$ cat config.mk
export PLATFORM = sky130hd
export DESIGN_NAME = bcd_scan_mux_flat
export DESIGN_NICKNAME = d
export VERILOG_FILES = /design/src/rtl/bcd_scan_mux_pkg.sv /design/src/rtl/bcd_scan_mux_if.sv /design/src/rtl/bcd_scan_mux_scan_tick_gen.sv /design/src/rtl/bcd_scan_mux.sv /design/src/flat_wrapper.sv
export SDC_FILE = /design/constraint.sdc
export NUM_CORES = 1
export LEC_CHECK = 0
export ABC_AREA = 0
export ABC_CLOCK_PERIOD_IN_PS = 2660
export CAP_MARGIN = 20
export CORE_AREA = 2 2 112 114
export CTS_CLUSTER_SIZE = 25
export DETAILED_ROUTE_END_ITERATION = 8
export DIE_AREA = 0 0 114 116
export GPL_TIMING_DRIVEN = 0
export PLACE_DENSITY = 0.39
export SYNTH_ARGS = -nofsm -noshare
export SYNTH_HDL_FRONTEND = slang
export SYNTH_HIERARCHICAL = 1
export SYNTH_SLANG_ARGS = --single-unit
$ cat constraint.sdc
create_clock -name clk -period 2.66 [get_ports clk]
set_input_delay 0.399 -clock clk [delete_from_list [all_inputs] [get_ports clk]]
set_output_delay 0.399 -clock clk [all_outputs]
set_load 0.05 [all_outputs]
$ cat src/rtl/bcd_scan_mux_pkg.sv
`default_nettype none
// +----------------------------------------------------------------------------+
// | Module      : bcd_scan_mux_pkg                                             |
// | Description : Shared constants, slot-index type and helper functions for   |
// |               the multiplexed 4-digit BCD display scanner.                 |
// | Revision    : 1.0  initial release                                         |
// +----------------------------------------------------------------------------+
package bcd_scan_mux_pkg;

  localparam int NDIG  = 4;
  localparam int DIG_W = 4;
  localparam logic [DIG_W-1:0] BCD_MAX = 4'd9;

  // Index of the digit slot currently being driven.
  typedef logic [1:0] sel_t;

  localparam sel_t SEL_LAST = 2'd3;

  // Nibble of digit s from a packed four-digit value.
  function automatic logic [DIG_W-1:0] dig_of(input logic [NDIG*DIG_W-1:0] v,
                                              input sel_t s);
    return v[int'(s)*DIG_W +: DIG_W];
  endfunction

  // True when slot s is a leading zero: not the units digit, and this digit
  // plus every more significant digit are all zero.
  function automatic logic lead_zero(input logic [NDIG*DIG_W-1:0] v,
                                     input sel_t s);
    logic z;
    z = (s != '0);
    for (int k = 0; k < NDIG; k++) begin
      if ((k >= int'(s)) && (v[k*DIG_W +: DIG_W] != '0)) begin
        z = 1'b0;
      end
    end
    return z;
  endfunction

  // True when any nibble of v lies outside the decimal range.
  function automatic logic has_err(input logic [NDIG*DIG_W-1:0] v);
    logic e;
    e = 1'b0;
    for (int k = 0; k < NDIG; k++) begin
      if (v[k*DIG_W +: DIG_W] > BCD_MAX) begin
        e = 1'b1;
      end
    end
    return e;
  endfunction

endpackage
`default_nettype wire

$ cat src/rtl/bcd_scan_mux_if.sv
`default_nettype none
// +----------------------------------------------------------------------------+
// | Module      : bcd_scan_mux_if                                              |
// | Description : Load handshake and display outputs of bcd_scan_mux.          |
// |   din[15:0]  packed BCD value offered        din_valid  offer strobe       |
// |   din_ready  scanner can take a new value     bcd[3:0]   active nibble      |
// |   an[3:0]    active-low digit enables        bcd_err    non-BCD nibble     |
// | Revision    : 1.0  initial release                                         |
// +----------------------------------------------------------------------------+
interface bcd_scan_mux_if;
  import bcd_scan_mux_pkg::*;

  logic [NDIG*DIG_W-1:0] din;
  logic                  din_valid;
  logic                  din_ready;
  logic [DIG_W-1:0]      bcd;
  logic [NDIG-1:0]       an;
  logic                  bcd_err;

  modport master (output din, din_valid,
                  input  din_ready, bcd, an, bcd_err);

  modport slave  (input  din, din_valid,
                  output din_ready, bcd, an, bcd_err);

endinterface
`default_nettype wire

$ cat src/rtl/bcd_scan_mux_scan_tick_gen.sv
`default_nettype none
// +----------------------------------------------------------------------------+
// | Module      : scan_tick_gen                                                |
// | Description : Free-running prescaler 0..CLK_DIV-1; tick is high for the   |
// |               one cycle in which the count sits at CLK_DIV-1.              |
// |   clk  system clock        rst  async active-high reset                    |
// |   tick one-cycle slot-advance strobe                                       |
// | Revision    : 1.0  initial release                                         |
// +----------------------------------------------------------------------------+
module scan_tick_gen #(
  parameter int CLK_DIV = 50000
) (
  input  logic clk,
  input  logic rst,
  output logic tick
);

  localparam int c_cnt_w = (CLK_DIV > 1) ? $clog2(CLK_DIV) : 1;
  localparam logic [c_cnt_w-1:0] c_last = c_cnt_w'(CLK_DIV - 1);

  logic [c_cnt_w-1:0] r_cnt;

  assign tick = (r_cnt == c_last);

  always_ff @(posedge clk or posedge rst) begin
    if (rst) begin
      r_cnt <= '0;
    end else if (tick) begin
      r_cnt <= '0;
    end else begin
      r_cnt <= r_cnt + c_cnt_w'(1);
    end
  end

endmodule
`default_nettype wire

$ cat src/rtl/bcd_scan_mux.sv
`default_nettype none
// +----------------------------------------------------------------------------+
// | Module      : bcd_scan_mux                                                 |
// | Description : Time-multiplexed scanner for four BCD digits. A new value    |
// |               is held pending and only swapped into the display register  |
// |               at a frame end, so every frame shows a single value.         |
// |   clk  system clock        rst  async active-high reset                    |
// |   bus  slave side of bcd_scan_mux_if (din/din_valid/din_ready in,          |
// |        bcd/an/bcd_err out)                                                 |
// | Revision    : 1.0  initial release                                         |
// +----------------------------------------------------------------------------+
module bcd_scan_mux
  import bcd_scan_mux_pkg::*;
#(
  parameter int CLK_DIV  = 50000,
  parameter int LZ_BLANK = 1
) (
  input  logic           clk,
  input  logic           rst,
  bcd_scan_mux_if.slave  bus
);

  localparam logic [NDIG-1:0] c_an_one = NDIG'(1);

  logic                  w_tick;
  logic                  w_frame_end;
  logic                  w_accept;
  logic                  w_swap;
  logic [NDIG*DIG_W-1:0] w_disp_next;
  sel_t                  w_sel_next;
  logic                  w_blank;

  sel_t                  r_sel;
  logic                  r_pend;
  logic [NDIG*DIG_W-1:0] r_pend_val;
  logic [NDIG*DIG_W-1:0] r_disp;
  logic [DIG_W-1:0]      r_bcd;
  logic [NDIG-1:0]       r_an;
  logic                  r_err;

  scan_tick_gen #(
    .CLK_DIV (CLK_DIV)
  ) u_tick (
    .clk  (clk),
    .rst  (rst),
    .tick (w_tick)
  );

  assign w_frame_end = w_tick && (r_sel == SEL_LAST);
  assign w_accept    = bus.din_valid && !r_pend;
  assign w_swap      = w_frame_end && r_pend;

  // Slot outputs are computed from the value the display register is about
  // to hold, so slot 0 of a new frame already shows the newly swapped value.
  assign w_disp_next = w_swap ? r_pend_val : r_disp;
  assign w_sel_next  = r_sel + sel_t'(1);
  assign w_blank     = (LZ_BLANK != 0) && lead_zero(w_disp_next, w_sel_next);

  always_ff @(posedge clk or posedge rst) begin
    if (rst) begin
      r_sel      <= '0;
      r_pend     <= 1'b0;
      r_pend_val <= '0;
      r_disp     <= '0;
      r_bcd      <= '0;
      r_an       <= ~c_an_one;
      r_err      <= 1'b0;
    end else begin
      // Accept only happens with nothing pending, so it never collides with
      // a swap; a value taken on a frame-end edge waits for the next frame.
      if (w_accept) begin
        r_pend     <= 1'b1;
        r_pend_val <= bus.din;
      end else if (w_swap) begin
        r_pend     <= 1'b0;
      end

      if (w_tick) begin
        r_sel  <= w_sel_next;
        r_disp <= w_disp_next;
        r_err  <= has_err(w_disp_next);
        if (w_blank) begin
          r_bcd <= '0;
          r_an  <= '1;
        end else begin
          r_bcd <= dig_of(w_disp_next, w_sel_next);
          r_an  <= ~(c_an_one << w_sel_next);
        end
      end
    end
  end

  assign bus.din_ready = !r_pend;
  assign bus.bcd       = r_bcd;
  assign bus.an        = r_an;
  assign bus.bcd_err   = r_err;

endmodule
`default_nettype wire
$ cat src/flat_wrapper.sv
// flat-port wrapper written by rule: the top's interface ports become plain ports
module bcd_scan_mux_flat import bcd_scan_mux_pkg::*;
#(
  parameter int CLK_DIV  = 50000,
  parameter int LZ_BLANK = 1
)
  (clk, rst, bus_din, bus_din_valid, bus_din_ready, bus_bcd, bus_an, bus_bcd_err);
  bcd_scan_mux_if bus_i ();
  input  logic clk;
  input  logic rst;
  input wire logic [$bits(bus_i.din)-1:0] bus_din;
  input wire logic [$bits(bus_i.din_valid)-1:0] bus_din_valid;
  output wire logic [$bits(bus_i.din_ready)-1:0] bus_din_ready;
  output wire logic [$bits(bus_i.bcd)-1:0] bus_bcd;
  output wire logic [$bits(bus_i.an)-1:0] bus_an;
  output wire logic [$bits(bus_i.bcd_err)-1:0] bus_bcd_err;
  assign bus_i.din = bus_din;
  assign bus_i.din_valid = bus_din_valid;
  assign bus_din_ready = bus_i.din_ready;
  assign bus_bcd = bus_i.bcd;
  assign bus_an = bus_i.an;
  assign bus_bcd_err = bus_i.bcd_err;
  bcd_scan_mux #(.CLK_DIV(CLK_DIV), .LZ_BLANK(LZ_BLANK)) u_core (.clk(clk), .rst(rst), .bus(bus_i));
endmodule
==> impl_results.md <==
* Post-synthesis cell area at a little under 3000 um^2
* Synth area leaders: dfrtp_1 (48%), mux2_2 (13%), mux2i_1 (5.1%), dfstp_2 (2.7%), mux4_1 (2.7%)
* Die span in y at around 120 um
* Gpl congestion at 0.778
* Most frequent cells in the layout: dfrtp_1 (55), mux2_2 (33), clkdlybuf4s50_1 (28)
* # IOs at 29
* Setup crit end kind: flop
* Initial antenna violation count at 0
* First-pass GRT wire length at 11100 um
* Worst Tran Pin Value at roughly 0.62 ns
* CP top delay family: simple AND/OR/NAND/NOR gates
* Final WL at roughly 6800 um
* Synth Area in Adders at under 10%
* Slew Limit Fails at 0
* Finished Layout Cells at ~430
* Tot Pwr at roughly 2.1 mW
* Worst-Skew Late Latency at about 0.33 ns
* Max cap viols at 0
* Footprint of the multi-input gates at roughly 1300 um^2
* Seq cells post-synth at 60
* CORE AREA at 11900 um^2
* TritonCTS clock tree: done
* DRT iter0 DRCs at ~100
* Reg2reg setup slack at between 0.09 and 0.1 ns
* Crit-path cells: or4b_4 > nor4_4 > and3_1 > buf_6 > mux4_2 > mux2_2 > nand2_1 > o22ai_1
* GRT Total Usage at 11.3%
* Pin count of the biggest net entering global routing at 24
* Max frequency at approximately 400 MHz
* Portion of netlist area occupied by mux cells at 21.9%
* Slew headroom at between 50% and 60%
* Crit Path Category: reg -> reg
* Asr flop ratio synth at 100%
* Register area at between 1500 and 2000 um^2
* Setup crit end: u_core/bus.bcd[1]
* Via density at around 4.6
* Min-Delay Path Class: in -> async
* Routed Antenna Nets at 0
* Htree depth at 3
* Worst reg2reg path endpoint: u_core/bus.bcd[1]
* Post-synth EDFFs at 0
* Commonest non-fill, non-tap cell in the layout: dfrtp_1
* WP data required at around 2.9 ns
* Max Fanout on Critical Path at 8
* Worst r2r path cells at 8
* Worst ir drop on vdd at 0.000245 V
* DRC violation count after routing at 0
* Worst Setup SP: u_core/u_tick/r_cnt[4]
* Pwr/cell area at 567 nW/um^2
* Post-Synth Simple-Gate Area at between 10 and 15%
* Final setup fails at 0
* XOR/XNOR Fraction of Synth Area at 3.86%
* Clk root buf: clkbuf_16
* Vias at roughly 2000
* Synthesized area per cell at between 10 and 15 um^2
* Clock skew at between 0.005 and 0.006 ns
* Critical Path Stages at 8
* Synth-to-Final Area Change at 26.6%
* First-pass DRT Iterations at 4
* Fillcell total at approximately 1300
* CP max stage delay at between 0.5 and 0.6 ns
* Clock-pin slew reported for the worst setup and hold paths after clock tree synthesis at about 0.05 ns
* Ys flop type: dfrtp_1
* Tmin final at approximately 2.6 ns
* Die Span X at roughly 110 um
* Vias in the first global route at 1970
* Sequential share of the synthesized area at 51.1%
* CP arrival at approximately 2.8 ns
* CTS buffer count at 9
* Placed cell count at between 400 and 500
* Setup TNS at 0 ns
* Max stage delay cell, worst path: or4b_4
* Post-synth top area cell: dfrtp_1
* Share of post-route cells with drive strength above 1 at between 20% and 30%
* Initial Util at about 25%
* WHS at ~0.45 ns
* RSZ-0062 raised after global routing: false
* Final nets at between 300 and 400
* Antenna cells at 0
* Gate Count Post-Synth at roughly 240
* Fin crit share at between 90 and 100%
* Netlist cell types at 40
* Buf+Inv Stages, Crit Path at 1
* Core Util, Final at a little under a third
* Outcome: completed
* CTS sink cnt at 60
* Placement row count at 40
* Synth top area share at between 40% and 50%
* Clock Path Buffers at 2
* CP Launch Type: flop
* Post-Synthesis Net Count at 260
* Total gr overflow at 0
* PortBufs at 28
* R2r startpoint: u_core/u_tick/r_cnt[4]
* Post-DP HPWL at 4830 um
* Post-synthesis compound-gate area fraction at 5.73%
* Largest family of logic cells by synthesized area: multiplexers
* Routed length per instance at around 16 um
* Synth Warn # at 6
* DIE AREA at around 13000 um^2
* Lkg Pwr at approximately 1.6 nW
* Hold Fails Final Rpt at 0
metal layers:
metal / GRT usage, % / part of all wire, % / wire [um] / up-vias
met2: 16.3 / 44 / 2970 / 45
met4: 5.37 / 2.1 / 144 / 0
met5: 0 / 0 / 0 / -
li1: - / - / - / 936
met1: 15.4 / 50 / 3410 / 991
met3: 3.77 / 4.0 / 270 / 10
worst reg2reg max path, delay by kind of cell, from the launching register on:
| kind | cells | cell delay (ns) |
|---|---|---|
| multiplexers | 2 | 0.62 |
| buffers and inverters | 1 | 0.15 |
| flip-flops | 1 | 0.43 |
| AND/OR/NAND/NOR | 4 | 1.16 |
| AO/OA/AOI/OAI | 1 | 0.07 |
registers in the layout (all words and copies together) (netlist names):
signal,flops
u_core/r_pend_val,16
u_core/bus.bcd_err,1
u_core/r_pend,1
u_core/u_tick/r_cnt,16
u_core/r_disp,16
u_core/bus.an,4
u_core/bus.bcd,4
u_core/r_sel,2
Yosys cell counts (all sizes together), types with 3 or more instances:
library cell	instances
dfrtp	57
mux2	33
mux2i	15
inv	12
nand2	12
nor2	12
o21ai	12
nor4	9
buf	8
xor2	8
ha	6
nand4	6
mux4	5
xnor2	5
nand2b	4
nand3	4
o22ai	4
dfstp	3
o22a	3
layout make-up:
class	count	area share (%)
buffer	9	1.78
clock buffer	14	6.81
clock inverter	2	0.268
inverter	12	1.21
multi-input combinational	154	35.7
sequential	60	40.4
tap	147	4.93
timing repair buffer	33	8.85
worst min path at each step:
| stage | cells after the start | endpoint | start | slack (ns) |
|---|---|---|---|---|
| after floorplan | 1 | u_core/u_tick/r_cnt[0] | rst | 0.31 |
| after global placement | 1 | u_core/u_tick/r_cnt[7] | u_core/u_tick/r_cnt[7] | 0.49 |
| after detailed placement | 1 | u_core/u_tick/r_cnt[7] | u_core/u_tick/r_cnt[7] | 0.50 |
| after CTS | 2 | u_core/bus.bcd[2] | rst | 0.46 |
| after global routing | 2 | u_core/bus.bcd[2] | rst | 0.49 |
| final | 2 | u_core/bus.bcd_err | rst | 0.45 |
metrics by stage:
stage               setup WS, ns  cell area, um^2
floorplan                 0.0136             2950
global placement          -0.418             3410
detailed placement        -0.413             3430
CTS                      0.00181             3710
global route             0.00199             3730
finish                    0.0979             3730
timing repair:
action / 4_1_cts / 5_1_grt
hold buffers: 0 / 0
buffers inserted: 2 / 2
endpoints found under the setup margin: 26 / 16
resized for setup: 2 / 5
pin swaps: 2 / 3
cells by family after synthesis:
| family | Yosys count |
|---|---|
| flip-flops | 60 |
| AND/OR/NAND/NOR | 57 |
| multiplexers | 53 |
| AO/OA/AOI/OAI | 25 |
| buffers and inverters | 21 |
| XOR/XNOR | 13 |
| adder cells (fa/ha/maj) | 6 |
report_power, final:
| group | switching (mW) | leakage (nW) | internal (mW) |
|---|---|---|---|
| sequential | 0.0357 | 0.780 | 0.943 |
| clock | 0.392 | 0.131 | 0.652 |
| combinational | 0.0376 | 0.661 | 0.0551 |
| total | 0.465 | 1.57 | 1.65 |
No activity file was read; power rests on OpenSTA's default activity.
